<file path="config.mk">
export PLATFORM = sky130hd
export DESIGN_NAME = lrck_rate_detector
export DESIGN_NICKNAME = d
export VERILOG_FILES = /design/src/rtl/lrck_rate_detector.sv
export SDC_FILE = /design/constraint.sdc
export NUM_CORES = 1
export LEC_CHECK = 0
export CORE_MARGIN = 5
export CORE_UTILIZATION = 46
export DETAILED_ROUTE_END_ITERATION = 12
export PLACE_DENSITY = 0.71
export SYNTH_ARGS = -nofsm -noshare
export SYNTH_HDL_FRONTEND = slang
export SYNTH_SLANG_ARGS = --single-unit
export TNS_END_PERCENT = 30
</file>
<file path="constraint.sdc">
create_clock -name clk -period 7.9 [get_ports clk]
set_clock_uncertainty 0.05 [all_clocks]
set_input_delay 1.58 -clock clk [delete_from_list [all_inputs] [get_ports clk]]
set_output_delay 1.58 -clock clk [all_outputs]
set_load 0.02 [all_outputs]
</file>
<file path="src/rtl/lrck_rate_detector.sv">
// Measures the I2S LRCK period in clk cycles, classifies it into rate multiple
// (x1..x8) and base family (44.1k / 48k), and qualifies the result with a lock flag.
module lrck_rate_detector #(
  parameter int CLK_HZ   = 50_000_000,
  parameter int CNT_W    = 16,
  parameter int STABLE_N = 4
) (
  input  logic             clk,
  input  logic             resetn,
  input  logic             lrck,
  output logic [1:0]       rate,
  output logic             fam_48,
  output logic             locked,
  output logic             change,
  output logic [CNT_W-1:0] period
);

  localparam int               MC_W     = $clog2(STABLE_N + 1);
  localparam logic [CNT_W-1:0] CNT_MAX  = {CNT_W{1'b1}};
  localparam logic [MC_W-1:0]  STABLE_V = MC_W'(STABLE_N);

  typedef enum logic [1:0] {
    S_IDLE = 2'd0,
    S_ACQ  = 2'd1,
    S_LOCK = 2'd2
  } state_t;

  // Class index is {rate, fam_48}, so the table runs 44.1k, 48k, 88.2k, ... 384k.
  function automatic logic [31:0] nominal_period(input logic [2:0] idx);
    logic [31:0] p;
    case (idx)
      3'd0:    p = 32'(CLK_HZ / 32'd44100);
      3'd1:    p = 32'(CLK_HZ / 32'd48000);
      3'd2:    p = 32'(CLK_HZ / 32'd88200);
      3'd3:    p = 32'(CLK_HZ / 32'd96000);
      3'd4:    p = 32'(CLK_HZ / 32'd176400);
      3'd5:    p = 32'(CLK_HZ / 32'd192000);
      3'd6:    p = 32'(CLK_HZ / 32'd352800);
      3'd7:    p = 32'(CLK_HZ / 32'd384000);
      default: p = 32'(CLK_HZ / 32'd44100);
    endcase
    return p;
  endfunction

  function automatic logic in_class(input logic [CNT_W-1:0] m, input logic [2:0] idx);
    logic [31:0] p;
    logic [31:0] mv;
    logic [31:0] d;
    p  = nominal_period(idx);
    mv = 32'(m);
    d  = (mv >= p) ? (mv - p) : (p - mv);
    return (d <= (p >> 5));
  endfunction

  logic [1:0]       sync_r;
  logic             sync_prev_r;
  logic             edge_r;
  logic [CNT_W-1:0] cnt_r;
  state_t           state_r;
  logic [MC_W-1:0]  match_cnt_r;
  logic [MC_W-1:0]  miss_cnt_r;
  logic [2:0]       cand_r;

  logic [7:0]       hit_s;
  logic [2:0]       cls_idx_s;
  logic             cls_valid_s;
  logic [2:0]       cand_nxt_s;
  logic [MC_W-1:0]  match_nxt_s;
  logic [MC_W-1:0]  miss_nxt_s;

  // Synchronise lrck, detect its rising edge and count clk cycles between edges
  always_ff @(posedge clk or negedge resetn) begin
    if (!resetn) begin
      sync_r      <= 2'b00;
      sync_prev_r <= 1'b0;
      edge_r      <= 1'b0;
      cnt_r       <= {CNT_W{1'b0}};
    end else begin
      sync_r      <= {sync_r[0], lrck};
      sync_prev_r <= sync_r[1];
      edge_r      <= sync_r[1] & ~sync_prev_r;
      if (edge_r) begin
        cnt_r <= CNT_W'(1'b1);
      end else if (cnt_r != CNT_MAX) begin
        cnt_r <= cnt_r + CNT_W'(1'b1);
      end else begin
        cnt_r <= cnt_r;
      end
    end
  end

  // Classes never overlap, so OR-ing the matching indices yields the single hit
  always_comb begin
    hit_s       = 8'd0;
    cls_idx_s   = 3'd0;
    cls_valid_s = 1'b0;
    for (int i = 0; i < 8; i++) begin
      hit_s[i]  = in_class(cnt_r, 3'(i));
      cls_idx_s = cls_idx_s | ({3{hit_s[i]}} & 3'(i));
    end
    cls_valid_s = |hit_s;
  end

  // Next candidate/match count while acquiring and next miss count while locked
  always_comb begin
    cand_nxt_s  = cand_r;
    match_nxt_s = {MC_W{1'b0}};
    miss_nxt_s  = {MC_W{1'b0}};
    if (!cls_valid_s) begin
      match_nxt_s = {MC_W{1'b0}};
    end else if (cls_idx_s == cand_r) begin
      match_nxt_s = match_cnt_r + MC_W'(1'b1);
    end else begin
      cand_nxt_s  = cls_idx_s;
      match_nxt_s = MC_W'(1'b1);
    end
    if (cls_valid_s && (cls_idx_s == {rate, fam_48})) begin
      miss_nxt_s = {MC_W{1'b0}};
    end else begin
      miss_nxt_s = miss_cnt_r + MC_W'(1'b1);
    end
  end

  // Acquire/lock state machine; every output is registered here
  always_ff @(posedge clk or negedge resetn) begin
    if (!resetn) begin
      state_r     <= S_IDLE;
      match_cnt_r <= {MC_W{1'b0}};
      miss_cnt_r  <= {MC_W{1'b0}};
      cand_r      <= 3'd0;
      rate        <= 2'b00;
      fam_48      <= 1'b0;
      locked      <= 1'b0;
      change      <= 1'b0;
      period      <= {CNT_W{1'b0}};
    end else begin
      change <= 1'b0;
      if (edge_r) begin
        case (state_r)
          S_IDLE: begin
            state_r     <= S_ACQ;
            match_cnt_r <= {MC_W{1'b0}};
          end
          S_ACQ: begin
            period      <= cnt_r;
            cand_r      <= cand_nxt_s;
            match_cnt_r <= match_nxt_s;
            if (match_nxt_s == STABLE_V) begin
              state_r    <= S_LOCK;
              rate       <= cand_nxt_s[2:1];
              fam_48     <= cand_nxt_s[0];
              locked     <= 1'b1;
              change     <= 1'b1;
              miss_cnt_r <= {MC_W{1'b0}};
            end else begin
              state_r <= S_ACQ;
            end
          end
          S_LOCK: begin
            period <= cnt_r;
            if (miss_nxt_s == STABLE_V) begin
              state_r     <= S_ACQ;
              locked      <= 1'b0;
              match_cnt_r <= {MC_W{1'b0}};
              miss_cnt_r  <= {MC_W{1'b0}};
            end else begin
              miss_cnt_r <= miss_nxt_s;
            end
          end
          default: begin
            state_r     <= S_IDLE;
            locked      <= 1'b0;
            match_cnt_r <= {MC_W{1'b0}};
            miss_cnt_r  <= {MC_W{1'b0}};
          end
        endcase
      end else if (cnt_r == CNT_MAX) begin
        // LRCK has gone quiet: drop lock but keep the last rate and period visible
        state_r     <= S_IDLE;
        locked      <= 1'b0;
        match_cnt_r <= {MC_W{1'b0}};
        miss_cnt_r  <= {MC_W{1'b0}};
      end else begin
        state_r <= state_r;
      end
    end
  end

endmodule

</file>
Word-level counts from Yosys, hierarchy flattened
Cells that the tools add are included.
Storage, ports and cells
  output and inout bits: 21
  bits in registers: 52
Operators by class
  magnitude comparators: 16
  multiplexer cells: 36
  bitwise logic cells: 8
  eq/ne operators: 11
  reduce and logical (&&, ||, !) cells: 12
  $add $sub $neg: 19
Operators with widths (number)
  $mux 32: 8
  $le 32x3->1 const B: 2
  $le 32x4->1 const B: 2
  $le 32x5->1 const B: 2
  $le 32x6->1 const B: 2
  $sub 10x16->17 const A: 2
  $sub 11x16->17 const A: 2
  $sub 16x10->17 const B: 2
  $sub 16x11->17 const B: 2
  $sub 16x8->17 const B: 2
  $sub 16x9->17 const B: 2
  $sub 8x16->17 const A: 2
  $sub 9x16->17 const A: 2
  $mux 3: 11
  $ge 16x10->1 const B: 2
  $ge 16x11->1 const B: 2
  $ge 16x8->1 const B: 2
  $ge 16x9->1 const B: 2
  $mux 16: 2
  $add 16x1->16 const B: 1
  $eq 16x16->1 const B: 1
  $ne 16x16->1 const B: 1
  $or 3x3->3: 3
  $pmux 3 s3: 1
  other kinds (25): 42

Logic depth before layout (Yosys ltp)
Gate-level depths: netlist (run 1).
  word-level depth: 16
  mapped depth: 19
  depth with buffers taken out: 14

Worst setup path before layout (run 1)
OpenSTA, ideal clock, no wires.
  path type: reg2reg
  start: register cnt_r[2]
  end: register rate[1]
  setup time: 0.128 ns
  slack: 3.319 ns
  data arrival time: 4.403 ns
  cell stages (with the launch flop): 18
  path through: dfrtp_1 > clkbuf_1 > inv_1 > ha_1 > and2_1 > and4_1 > or3_1 > buf_2 > or3_1 > a21o_1 > or4_1 > buf_2 > a21boi_1 > a211oi_1 > a211oi_4 > nand3_2 > nor2_4 > mux2_1
Between the ends
  cells in the longest elaborated chain, start to end: 14
  elaborated cells between the ends (all ways): 54
  classes of those cells: add/sub: 16; order compare: 16; eq/ne: 2; mux: 12; bitwise: 6; reduce/logical: 2
RTL lines
  start, declared: RTL line 58  | logic [CNT_W-1:0] cnt_r;
  start signal, assigned: RTL line 77  | cnt_r <= {CNT_W{1'b0}};
  start signal, assigned: RTL line 83  | cnt_r <= CNT_W'(1'b1);
  start signal, assigned: RTL line 85  | cnt_r <= cnt_r + CNT_W'(1'b1);
  $sub 11x16->17 (tied with other cells): RTL line 51  | d = (mv >= p) ? (mv - p) : (p - mv);
  $mux 32: RTL line 51
  $le 32x6->1 or $le 32x5->1 (tied branches): RTL line 52  | return (d <= (p >> 5));
  $or 1x2->2: RTL line 99  | cls_idx_s = cls_idx_s | ({3{hit_s[i]}} & 3'(i));
  $or 2x2->2: RTL line 99
  $or 2x3->3: RTL line 99
  $or 3x3->3 (3 in series): RTL line 99
  $eq 3x3->1: RTL line 111  | end else if (cls_idx_s == cand_r) begin
  $mux 3: RTL line 111
  $mux 3: RTL line 109  | if (!cls_valid_s) begin
  $eq 3x3->1: RTL line 148  | if (match_nxt_s == STABLE_V) begin
  $reduce_and 3->1 (no line)
  end signal, assigned: RTL line 150  | rate <= cand_nxt_s[2:1];
  end, declared: RTL line 11  | output logic [1:0] rate,
Parallel ways exist; a longest one is shown, timed or not.
A chain may end at the register's enable or synchronous reset.

Worst setup path in the final report (run 1)
  start: register cnt_r[4]
  end: register rate[1]
Same word-level chain as after synthesis.

==> impl_metrics.ini, run 1 <==
[sta]
finalSetupViolations = 0
post-route-period-util_pct = 69.26
finalCriticalPeriod_ns = 5.471
setup_tns_ns = 0
rsz0062_at_grt = no
worstMarginPinSlew_ns = 1.070
max_freq_ghz = 0.1828
slew_headroom_pct = 28.14
slew_viol_final = 0
hold_violations = 0

[cells_and_area]
drive_gt1_share_pct = 8.646
diodes = 0
nFillCells = 1572
synthToLayoutAreaGrowth_pct = 5.728
fin_util_pct = 49.43
final_nets = 990

[critical_path]
cp_slowest_cell = ha_1
cp-end-kind = register
worst_r2r_endpoint = rate[1]
crit_chain = inv_1, ha_1, inv_1, a21oi_1, a21oi_1, a2111o_1, a2111oi_0, and4_1, a22o_1, a211oi_1, a211oi_4, nand3_2, nor2_4, mux2_1
critPathArrivalTime_ns = 5.61
cp_max_fo = 18
crit_path_end = rate[1]
start_kind = register
regToRegSetupSlack_ns = 2.43
r2r_start = cnt_r[4]
crit_start = cnt_r[4]
slowest_delay_ns = 0.82
r2r_cells = 14
worstSetupPathType = reg2reg
critical_path_required_ns = 8.04

[routing]
wl_per_cell_um = 24.75
vias = 8526
drt_pre_antenna_iters = 7
post_drt_via_cell_ratio = 7.250
drcViolationCount = 0
routed_wl_mm = 29.10
drtIter0Drc = 1383
ant_nets = 0

[cts]
cts_made_buffers = 5
cts_tree = yes
insertion_delay_ns = 0.30
cts-root-buf = clkbuf_16
post_cts_buffers = 0
clkSinkCount = 52
clk_path_buf_depth = 2
clk_pin_slew_worst_paths_ns = 0.08
cts_hold_buf = 0
cts_resized = 0
htree_levels = 2

[power_and_ir_drop]
ir_drop_uv = 150.1
leakage_nw = 3.118
powerDensity_mw_per_mm2 = 212.3

[grt]
grt_pass1_vias = 7966
grt_pass1_wl_mm = 45.90
grt_util_all_layers_pct = 31.03
grt_overflow = 0
antenna_found_initial = 0
grt_start_max_net_pins = 53

[floorplan]
die-height_um = 137.1
core_area_sq_mm = 0.01589
die_w_um = 137.1
rows = 46
initial_utilization_pct = 46.75
dieArea_sq_mm = 0.01879
pin_count = 24

[synthesis]
synth_warnings = 0
ys_types = 98
synth-seq-area-share_pct = 17.52
syn_area_sq_mm = 0.007427
async_flop_share_pct = 100.0
synth_top_flop_cell = dfrtp_1
syn_nets = 1025
syn_inst = 994
synth_area_per_cell_sq_um = 7.472
ys_seq_elements = 52
synth_edf_count = 0

[place]
place.detailed.hpwl_mm = 20.65
numPortBuffers = 23
finalWeightedCongestion = 1.061

[worst_hold_path]
hp-class = reg2reg

[run]
cap_violations = 0

[run_status]
run_status = finished clean
==> cell type report <==
cell class	instances	area, sq um	share of cell area [%]
clock buffer	5	125.1	1.593
clock inverter	3	28.78	0.3665
inverter	34	127.6	1.625
multi-input combinational	824	5630	71.70
sequential	52	1303	16.59
tap	216	270.3	3.442
timing repair buffer	42	367.9	4.685
==> cells in the mapped netlist (14+ instances only) <==
master | number | share of area (%)
ha_1 | 28 | 4.7
inv_1 | 29 | 1.5
o21ai_0 | 63 | 4.2
nor2_1 | 70 | 3.5
buf_2 | 24 | 1.6
nand3_1 | 39 | 2.6
or3_1 | 20 | 1.7
a211oi_1 | 14 | 1.4
nor4_1 | 23 | 1.9
nor3_1 | 38 | 2.6
a31oi_1 | 17 | 1.4
a21o_1 | 14 | 1.4
nand2b_1 | 18 | 1.5
clkbuf_1 | 51 | 2.6
nand2_1 | 79 | 4.0
nor2b_1 | 16 | 1.3
xnor2_1 | 43 | 5.1
dfrtp_1 | 52 | 18
a21oi_1 | 56 | 3.8
o211ai_1 | 16 | 1.6
==> how the worst min path moves through the flow <==
stage,startpoint,endpoint,slack [ns],cells past startpoint
global placement,sync_r[0],sync_r[1],0.29,0
CTS,sync_r[0],sync_r[1],0.31,0
detailed placement,sync_r[0],sync_r[1],0.29,0
floorplan,sync_r[0],sync_r[1],0.28,0
global route,sync_r[0],sync_r[1],0.32,0
finish,sync_r[0],sync_r[1],0.31,0
==> kinds of logic after synthesis <==
group	Yosys count	share of synthesized area [%]
adders and majority gates	28	4.717
xor gates and xnor gates	52	6.132
AOI/OAI and AO/OA	324	31.76
DFF	52	17.52
buffers and inverters	118	6.671
muxes	24	3.487
and+or+nand+nor	396	29.72
==> sequential cells by signal, indices dropped and copies added, names as in the netlist <==
name and flops:
fam_48 1, cnt_r 16, change 1, rate 2, match_cnt_r 3, sync_prev_r 1
locked 1, state_r 2, period 16, sync_r 2, cand_r 3, edge_r 1
miss_cnt_r 3
==> worst max-delay path: cells and delay by family, from the launching register on <==
kind / cells / cell delay, ns
AOI/OAI and AO/OA: 7 / 2.01
buffers and inverters: 2 / 0.89
muxes: 1 / 0.33
adders and majority gates: 1 / 0.82
DFF: 1 / 0.38
and+or+nand+nor: 3 / 0.87
==> layout by cell type (no fill, tap or decap), types with 11 or more instances in the layout <==
cell type        Yosys  routed
a211oi_1            14      14
a21o_1              14      14
a21oi_1             56      56
a31oi_1             17      17
and3_1              12      12
buf_4                0      19
clkdlybuf4s50_1      0      22
dfrtp_1             52      51
ha_1                28      28
inv_1               29      29
mux2i_1             12      12
nand2_1             79      79
nand2b_1            18      18
nand3_1             39      39
nand4_1             13      13
nor2_1              70      70
nor2b_1             16      16
nor3_1              38      38
nor4_1              23      23
o2111ai_1           12      12
o211ai_1            16      16
o21ai_0             63      63
o31ai_1             11      11
or3_1               20      20
xnor2_1             43      43
==> report_power, final <==
part	switching (mW)	leakage (nW)	internal, mW
sequential	0.0345	0.701	0.293
clock	0.110	0.0767	0.122
combinational	0.723	2.34	0.385
total	0.867	3.12	0.800
==> per-stage QoR <==
stage          area [sq um]  total power [mW]  instances  hold slack (ns)  setup WS (ns)
6_report               7853             1.667       1176           0.3051          2.429
5_1_grt                7853             1.751       1176           0.3241          2.231
4_1_cts                7853             1.629       1176           0.3084          2.646
3_5_place_dp           7699             1.387       1168           0.2910          2.708
3_3_place_gp           7699             1.390       1168           0.2886          2.604
2_1_floorplan          7427             1.100        994           0.2812          3.319
==> per-layer routing <==
metal	track usage (%)	wire, um
met1	42.91	11670
met2	44.52	11950
met4	16.08	1705
met3	7.574	3767
met5	0	0
Note: power is estimated with default switching activity, not from simulation.
==> inputs of run 2 (changes only) <==
==> constraint.sdc (replaced) <==
create_clock -name clk -period 5.5 [get_ports clk]
set_clock_uncertainty 0.05 [all_clocks]
set_input_delay 1.1 -clock clk [delete_from_list [all_inputs] [get_ports clk]]
set_output_delay 1.1 -clock clk [all_outputs]
set_load 0.02 [all_outputs]
==> run 2 against run 1 <==
Worst hold slack improved by 0.0075 ns. First-iteration DRC count increased by 5.6%. Non-clock buffer count increased by 28. Clock-buffer cell count unchanged. Critical path type unchanged. Highest routed layer unchanged.
==> impl_metrics.ini, run 2 (synthesis results as in run 1) <==
[grt]
grt_util_all_layers_pct = 31.56
grt_start_max_net_pins = 53
antenna_found_initial = 0
grt_overflow = 0
grt_pass1_wl_mm = 46.20
grt_pass1_vias = 8040

[power_and_ir_drop]
powerDensity_mw_per_mm2 = 300.7
total_power_mw = 2.428
p_sw_share_pct = 51.66
p_sw_mw = 1.254
comb_power_share_pct = 66.7
p_clk_share_pct = 14.1
leakage_nw = 3.250
ir_drop_uv = 242.4
p_int_mw = 1.174
p_seq_share_pct = 19.2

[cells_and_area]
reg.largest.list = cnt_r x16, period x16
final_common_cell = nand2_1
diodes = 0
drive_gt1_share_pct = 11.23
nFillCells = 1595
synthToLayoutAreaGrowth_pct = 8.710
layout_common_cells = nand2_1, nor2_1, o21ai_0
final_nets = 1018

[critical_path]
worstSetupPathType = reg2reg
path_delay_family = simple AND/OR/NAND/NOR gates
cp_num_buf_inv = 1
cp-end-kind = register
cp_slowest_cell = ha_1
critPathArrivalTime_ns = 5.28
slowest_delay_ns = 0.74
critical_path_required_ns = 5.64
crit_chain = inv_1, ha_1, nor2b_1, o21ai_0, a31oi_1, a2111oi_0, o21ai_0, nand4b_1, nor4_1, nor3_1, nand4b_1, nand3_2, nor2_4, mux2_1
start_kind = register
cp_max_fo = 16

[floorplan]
core_area_sq_mm = 0.01589
initial_utilization_pct = 46.75
die-height_um = 137.1
rows = 46
pin_count = 24
dieArea_sq_mm = 0.01879
die_w_um = 137.1

[place]
place.detailed.hpwl_mm = 21.14
finalWeightedCongestion = 1.100
numPortBuffers = 23

[run]
cap_violations = 0

[sta]
finalSetupViolations = 0
max_freq_ghz = 0.1946
rsz0062_at_grt = no
worstMarginPinSlew_ns = 0.8607
hold_violations = 0
slew_headroom_pct = 42.62
slew_viol_final = 0
finalCriticalPeriod_ns = 5.139
post-route-period-util_pct = 93.44
setup_tns_ns = 0

[routing]
drtIter0Drc = 1460
wl_per_cell_um = 24.47
vias = 8640
routed_wl_mm = 29.46
ant_nets = 0
drt_pre_antenna_iters = 7
post_drt_via_cell_ratio = 7.176
drcViolationCount = 0

[cts]
cts-root-buf = clkbuf_16
clk_path_buf_depth = 2
htree_levels = 2
cts_resized = 0
clkSinkCount = 52
post_cts_buffers = 0
cts_tree = yes
cts_made_buffers = 5
cts_hold_buf = 0
clk_pin_slew_worst_paths_ns = 0.08
insertion_delay_ns = 0.31

[worst_hold_path]
hp-class = reg2reg

[run_status]
run_status = finished clean
==> run 2: cell types whose count changed in the layout (fill, tap and decap cells not counted), sizes merged <==
cell	change
buf	+28
clkinvlp	+1
clkinv	+1
inv	-2
==> run 2: cell type report <==
type                    instances  area, sq um  area share [%]
inverters                      34        127.6           1.581
clock buffers                   5        125.1           1.550
well taps                     216        270.3           3.347
flip-flops and latches         52         1303           16.13
clock inverters                 3        27.53          0.3409
multi-input cells             824         5630           69.74
repair buffers                 70        590.6           7.314
==> run 2: per-layer routing <==
layer	GRT usage [%]	up-vias	share of wire [%]
met4	17.79	0	7.0
met3	8.676	182	14
met5	0	-	0
met1	43.38	3984	39
met2	44.20	713	40
li1	-	3761	-
==> run 2: power by group through the flow <==
stage	logic (mW)	clock network, mW	registers, mW
floorplan	1.09	0	0.488
global route	1.73	0.365	0.475
global placement	1.55	0	0.471
finish	1.62	0.341	0.466
CTS	1.56	0.346	0.464
detailed placement	1.55	0	0.472
==> run 2: worst reg2reg max path, delay by kind of cell (launching register included) <==
family / cells / cell delay [ns]
adders and majority gates: 1 / 0.74
AOI/OAI and AO/OA: 4 / 1.24
buffers and inverters: 1 / 0.27
DFF: 1 / 0.51
and+or+nand+nor: 7 / 1.88
muxes: 1 / 0.34
==> run 2: worst paths after layout <==
kind | startpoint | end | slack (ns) | cells after the start
max | cnt_r[1] | rate[1] | 0.36 | 14
min | sync_r[0] | sync_r[1] | 0.31 | 0
max reg2reg | cnt_r[1] | rate[1] | 0.36 | 14
min reg2reg | sync_r[0] | sync_r[1] | 0.31 | 0
max in group asynchronous | resetn | cnt_r[5] | 4.02 | 2
min in group asynchronous | resetn | cand_r[2] | 0.86 | 2
==> run 2: per-stage QoR <==
| stage | util [%] | hold slack [ns] | cells | worst slack [ns] | area, sq um |
|---|---|---|---|---|---|
| detailed placement | 49.87 | 0.2886 | 1196 | 0.6551 | 7921 |
| global route | 50.83 | 0.3268 | 1204 | 0.1936 | 8074 |
| CTS | 50.83 | 0.3149 | 1204 | 0.6111 | 8074 |
| global placement | 49.87 | 0.2997 | 1196 | 0.6898 | 7921 |
| finish | 50.83 | 0.3126 | 1204 | 0.3608 | 8074 |
| floorplan | - | 0.2812 | 994 | 0.9192 | 7427 |
